## src/rtl/reg_wb_arbiter.sv

```systemverilog
// Generic circular-buffer FIFO with occupancy count; power-of-two DEPTH.
// Latency: pushed word is visible at head_dat the cycle after the push edge.
// Backpressure: none internally; caller must never push when full or pop when empty.
module wb_fifo #(
    parameter int W     = 8,
    parameter int DEPTH = 4
) (
    input  logic                   clk,
    input  logic                   rst,
    input  logic                   push,
    input  logic [W-1:0]           push_dat,
    input  logic                   pop,
    output logic [W-1:0]           head_dat,
    output logic [$clog2(DEPTH):0] count
);
    localparam int PW = $clog2(DEPTH);

    logic [W-1:0]  mem [DEPTH];
    logic [PW-1:0] rd_ptr;
    logic [PW-1:0] wr_ptr;

    // Storage array: data only, pointers decide what is valid.
    always_ff @(posedge clk) begin
        if (push) mem[wr_ptr] <= push_dat;
    end

    // Pointers wrap naturally since DEPTH is a power of two.
    always_ff @(posedge clk or negedge rst) begin
        if (!rst) begin
            rd_ptr <= '0;
            wr_ptr <= '0;
            count  <= '0;
        end else begin
            if (push) wr_ptr <= wr_ptr + 1'b1;
            if (pop)  rd_ptr <= rd_ptr + 1'b1;
            case ({push, pop})
                2'b10:   count <= count + 1'b1;
                2'b01:   count <= count - 1'b1;
                default: count <= count;
            endcase
        end
    end

    assign head_dat = mem[rd_ptr];
endmodule

// Writeback arbiter: merges load returns and ALU results onto one registered RF write port.
// Latency: 1 cycle accept-to-WE; queued ALU results wait behind older entries and loads.
// Backpressure: alu_ready drops when the ALU FIFO is full; loads are never stalled.
module reg_wb_arbiter #(
    parameter int ADDR  = 5,
    parameter int WIDTH = 32,
    parameter int DEPTH = 4
) (
    input  logic                   clk,
    input  logic                   rst,
    input  logic                   alu_valid,
    output logic                   alu_ready,
    input  logic [ADDR-1:0]        alu_rd,
    input  logic [WIDTH-1:0]       alu_data,
    input  logic                   ld_valid,
    input  logic [ADDR-1:0]        ld_rd,
    input  logic [WIDTH-1:0]       ld_data,
    output logic                   WE,
    output logic [ADDR-1:0]        write_address,
    output logic [WIDTH-1:0]       write_data,
    output logic [$clog2(DEPTH):0] fifo_count,
    output logic                   busy
);
    localparam int CW = $clog2(DEPTH) + 1;

    typedef struct packed {
        logic [ADDR-1:0]  rd;
        logic [WIDTH-1:0] data;
    } wb_entry_t;

    wb_entry_t        alu_entry;
    wb_entry_t        head;
    logic             alu_live;
    logic             ld_live;
    logic             fifo_nonempty;
    logic             push;
    logic             pop;
    logic             bypass;
    logic             nxt_we;
    logic [ADDR-1:0]  nxt_addr;
    logic [WIDTH-1:0] nxt_data;

    // Ready depends on registered count only, so a same-cycle pop never raises it.
    assign alu_ready     = (fifo_count < CW'(DEPTH));
    assign fifo_nonempty = (fifo_count != '0);
    // Writes to r0 are meaningless; they still complete their handshake but go nowhere.
    assign alu_live      = alu_valid && alu_ready && (alu_rd != '0);
    assign ld_live       = ld_valid && (ld_rd != '0);
    assign alu_entry     = '{rd: alu_rd, data: alu_data};
    // Any live ALU result that did not take the bypass path must be queued.
    assign push          = alu_live && !bypass;
    assign busy          = fifo_nonempty || WE;

    wb_fifo #(
        .W     ($bits(wb_entry_t)),
        .DEPTH (DEPTH)
    ) u_alu_fifo (
        .clk      (clk),
        .rst      (rst),
        .push     (push),
        .push_dat (alu_entry),
        .pop      (pop),
        .head_dat (head),
        .count    (fifo_count)
    );

    // Port selection: loads first, then queued ALU, then direct ALU bypass; idle holds addr/data.
    always_comb begin
        nxt_we   = 1'b0;
        nxt_addr = write_address;
        nxt_data = write_data;
        pop      = 1'b0;
        bypass   = 1'b0;
        if (ld_live) begin
            nxt_we   = 1'b1;
            nxt_addr = ld_rd;
            nxt_data = ld_data;
        end else if (fifo_nonempty) begin
            nxt_we   = 1'b1;
            nxt_addr = head.rd;
            nxt_data = head.data;
            pop      = 1'b1;
        end else if (alu_live) begin
            nxt_we   = 1'b1;
            nxt_addr = alu_rd;
            nxt_data = alu_data;
            bypass   = 1'b1;
        end
    end

    // Registered write port towards the register file.
    always_ff @(posedge clk or negedge rst) begin
        if (!rst) begin
            WE            <= 1'b0;
            write_address <= '0;
            write_data    <= '0;
        end else begin
            WE            <= nxt_we;
            write_address <= nxt_addr;
            write_data    <= nxt_data;
        end
    end
endmodule
```

## config.mk

```make
export PLATFORM = sky130hd
export DESIGN_NAME = reg_wb_arbiter
export DESIGN_NICKNAME = d
export VERILOG_FILES = /design/src/rtl/reg_wb_arbiter.sv
export SDC_FILE = /design/constraint.sdc
export NUM_CORES = 1
export LEC_CHECK = 0
export ABC_AREA = 1
export ABC_CLOCK_PERIOD_IN_PS = 7240
export BUFFER_PORTS_ARGS = -buffer_cell sky130_fd_sc_hd__buf_2
export CORE_ASPECT_RATIO = 1.25
export CORE_MARGIN = 2
export CORE_UTILIZATION = 35
export DETAILED_ROUTE_END_ITERATION = 16
export GPL_TIMING_DRIVEN = 0
export SLEW_MARGIN = 20
export SYNTH_ARGS = -nofsm -noshare
export SYNTH_HDL_FRONTEND = slang
export SYNTH_SLANG_ARGS = --single-unit
export TNS_END_PERCENT = 50
```

## constraint.sdc

```tcl
create_clock -name clk -period 7.24 [get_ports clk]
set_input_delay 0.724 -clock clk [delete_from_list [all_inputs] [get_ports clk]]
set_output_delay 0.724 -clock clk [all_outputs]
set_load 0.005 [all_outputs]
```

==> impl_metrics.csv <==
group,metric,value,unit
synthesis,netlist_area,8970,sq um
cts,cts_post_setup_buffers_inserted,0,
power,power.leakage,5.078,nW
power,swShare,36.75,%
synthesis,synth.ff_latch_count,193,
sta,fin_setup_tns,0,ns
drt,drcViolationCount,0,
global_route,grt_pass1_vias,6981,
floorplanning,rows,65,
sta,period_needed,2.835,ns
floorplanning,dieWidth,147.2,um
synthesis,yosysWarnings,0,
cts,insertion_delay,0.43,ns
layout,diodes,0,
layout,drive_above_1_share,18.24,%
global_route,grt_max_degree,46,
cts,post_cts_resized,0,
cts,numCtsBuffers,17,
worst_setup_path,critical_path_class,"register to output pin",
power,p_sw,0.001399,W
power,p_int,0.002409,W
worst_setup_path,required,6.52,ns
sta,rsz0062_at_grt,"no",
drt,vias,7004,
placed_design,hpwlAfterDp,16480,um
worst_setup_path,worst-path-max-fanout,10,
placed_design,placed_cells,1427,
drt,viasPerCell,4.801,
layout,area_growth,19.22,%
sta,max_slew_margin,47.39,%
power,power_frac_comb,36.2,%
cts,cts.clk_slew.worst_paths,0.07,ns
synthesis,synth.distinct_cells,25,
global_route,grt_pass1_wl,37360,um
synthesis,netlist_instances,968,
drt,wirelength,23980,um
cts,htreeDepth,4,
power,clkPwrFrac,23.5,%
synthesis,syn_area_per_cell,9.266,sq um
worst_setup_path,worstPathArrival,2.11,ns
global_route,grt-ovfl-total,0,
power,peakVddDrop,199.5,uV
placed_design,placed_area,10130,sq um
drt,post_drt_wl_per_cell,16.44,um
sta,max_freq,352.7,MHz
cts,cts_tree,"done",
placed_design,gp_congestion,0.7820,
sta,worstMarginPinSlew,0.7892,ns
cts,root_buffer,"clkbuf_16",
worst_setup_path,reg2reg_depth,9,
synthesis,syn_nets,1052,
drt,drt_iter0_markers,489,
synthesis,synth.area.top_cells,"edfxtp_1 50%, nand2_1 13%, dfrtp_1 13%",
layout,layout.nets,1195,
min_path,min_path_type,"input pin to asynchronous set/reset pin",
drt,final_antenna_net_count,0,
floorplanning,start_util,35.58,%
worst_setup_path,end_kind,"output pin",
floorplanning,die_h,183.0,um
synthesis,synth_top_area_share,49.55,%
floorplanning,dieArea,26930,sq um
power,seq_power_share,40.3,%
sta,finalHoldViolations,0,
power,power_density,356.1,nW/um^2
drt,dr.pass1.iters,6,
cts,cts_sinks,193,
run,drv_cap,0,
sta,fin_crit_sh,39.16,%
status,outcome,"finished clean",
cts,holdBufCountCts,0,
layout,stdcell_area,10690,sq um
sta,skew,0.007011,ns
synthesis,yosysSeqAreaShare,62.10,%
sta,report.final.slew_viol_count,0,
floorplanning,design.core.area,25210,sq um
sta,final-setup-viol-count,0,
floorplanning,io_pins,121,
synthesis,yosysTopAreaCell,"edfxtp_1",
placed_design,portBuffers,120,
worst_setup_path,critPathLaunchType,"register",
cts,clockBufferDepth,2,
global_route,grt.total_usage,18.30,%
global_route,grt_antenna_before_repair,1,
layout,layoutNonFillerInstCount,1459,
==> state kept, by name, indices dropped and copies added, names as in the netlist <==
signal,flops
u_alu_fifo.mem,148
write_data,32
write_address,5
u_alu_fifo.count,3
u_alu_fifo.rd_ptr,2
u_alu_fifo.wr_ptr,2
WE,1
==> stage by stage <==
stage                     worst slack (ns)  utilization, %  total power (W)  hold WS [ns]
final                                4.405           42.42         0.003808        0.3330
after global routing                 4.285           42.42         0.004080        0.3632
after CTS                            4.382           42.42         0.003846        0.3450
after detailed placement             4.175           40.19         0.002949        0.4607
after global placement               2.271           39.62         0.002898        0.4615
after floorplan                      4.012               -         0.002402        0.4284
==> critical path: stages (launching register included) <==
cell,delay [ns]
dfrtp_1,0.42
nor3_2,0.37
inv_2,0.09
buf_2,0.21
buf_2,0.22
or2_1,0.23
buf_2,0.12
==> logic make-up (layout without fill, tap and decap cells) <==
family                   after synthesis  in the layout  synth area share [%]
XOR/XNOR                               4              4                0.3906
buffers and inverters                219            375                 10.11
AND/OR/NAND/NOR                      543            543                 26.31
flip-flops                           193            193                 62.10
adder cells (fa/ha/maj)                6              6                0.9206
AO/OA/AOI/OAI                          3              3                0.1673
==> layout make-up <==
| cell class | instances | area, sq um |
|---|---|---|
| clock buffer | 23 | 478.0 |
| fill | 2543 | 14520 |
| clock inverter | 9 | 83.83 |
| inverter | 165 | 619.3 |
| timing repair buffer | 124 | 713.2 |
| sequential | 193 | 5570 |
| buffer | 54 | 287.8 |
| multi-input combinational | 556 | 2522 |
| tap | 335 | 419.2 |
==> per-layer routing <==
metal  track usage, %  vias to the layer above  routed length [um]
li1                 -                     3386                   -
met3            3.234                       29                1099
met4            6.192                        2                 400
met1            21.79                     3395                9937
met5                0                        -                   7
met2            33.31                      192               12540
==> Yosys cell counts <==
library cell    n
buf_4           6
ha_1            5
nand2_1       303
xor2_1          3
edfxtp_1      148
nor2_4          1
nand3b_1        1
fa_1            1
inv_2           6
nor2_2          2
or2_1           1
clkbuf_1       13
nor3_2          1
nor2_1          9
xnor2_1         1
a21oi_1         1
o21ai_0         2
nand3_1       222
inv_1         159
nand3_4         1
dfrtp_1        45
buf_2          26
buf_6           4
buf_1           5
nand2_2         2
==> worst paths after layout <==
path,from,to,slack (ns)
worst min register to register,write_address[3]$_DFFE_PN0P_,write_address[3]$_DFFE_PN0P_,0.48
max in group asynchronous,rst,write_data[20]$_DFFE_PN0P_,6.44
worst max register to register,u_alu_fifo.count[0]$_DFFE_PN0P_,u_alu_fifo.count[2]$_DFFE_PN0P_,4.70
worst max-delay path,u_alu_fifo.count[0]$_DFFE_PN0P_,busy,4.40
min in group clk,write_address[3]$_DFFE_PN0P_,write_address[3]$_DFFE_PN0P_,0.48
worst min-delay path,rst,write_data[5]$_DFFE_PN0P_,0.33
==> power groups by stage <==
stage	Clock, W	Combinational (W)	Sequential (W)
6_report	0.000895	0.00138	0.00153
5_1_grt	0.000955	0.00157	0.00156
4_1_cts	0.000911	0.00140	0.00153
3_5_place_dp	0	0.00139	0.00156
3_3_place_gp	0	0.00133	0.00156
2_1_floorplan	0	0.000842	0.00156
==> layout by cell type (no fill, tap or decap), drive strengths merged, types with 2 or more instances in the layout <==
cell type | synthesis | layout
nor2 | 12 | 12
nand2 | 305 | 305
edfxtp | 148 | 148
inv | 165 | 165
clkinv | 0 | 8
nand3 | 223 | 223
o21ai | 2 | 2
dfrtp | 45 | 45
ha | 5 | 5
clkbuf | 13 | 36
xor2 | 3 | 3
buf | 41 | 165
No activity file was read; power rests on OpenSTA's default activity.
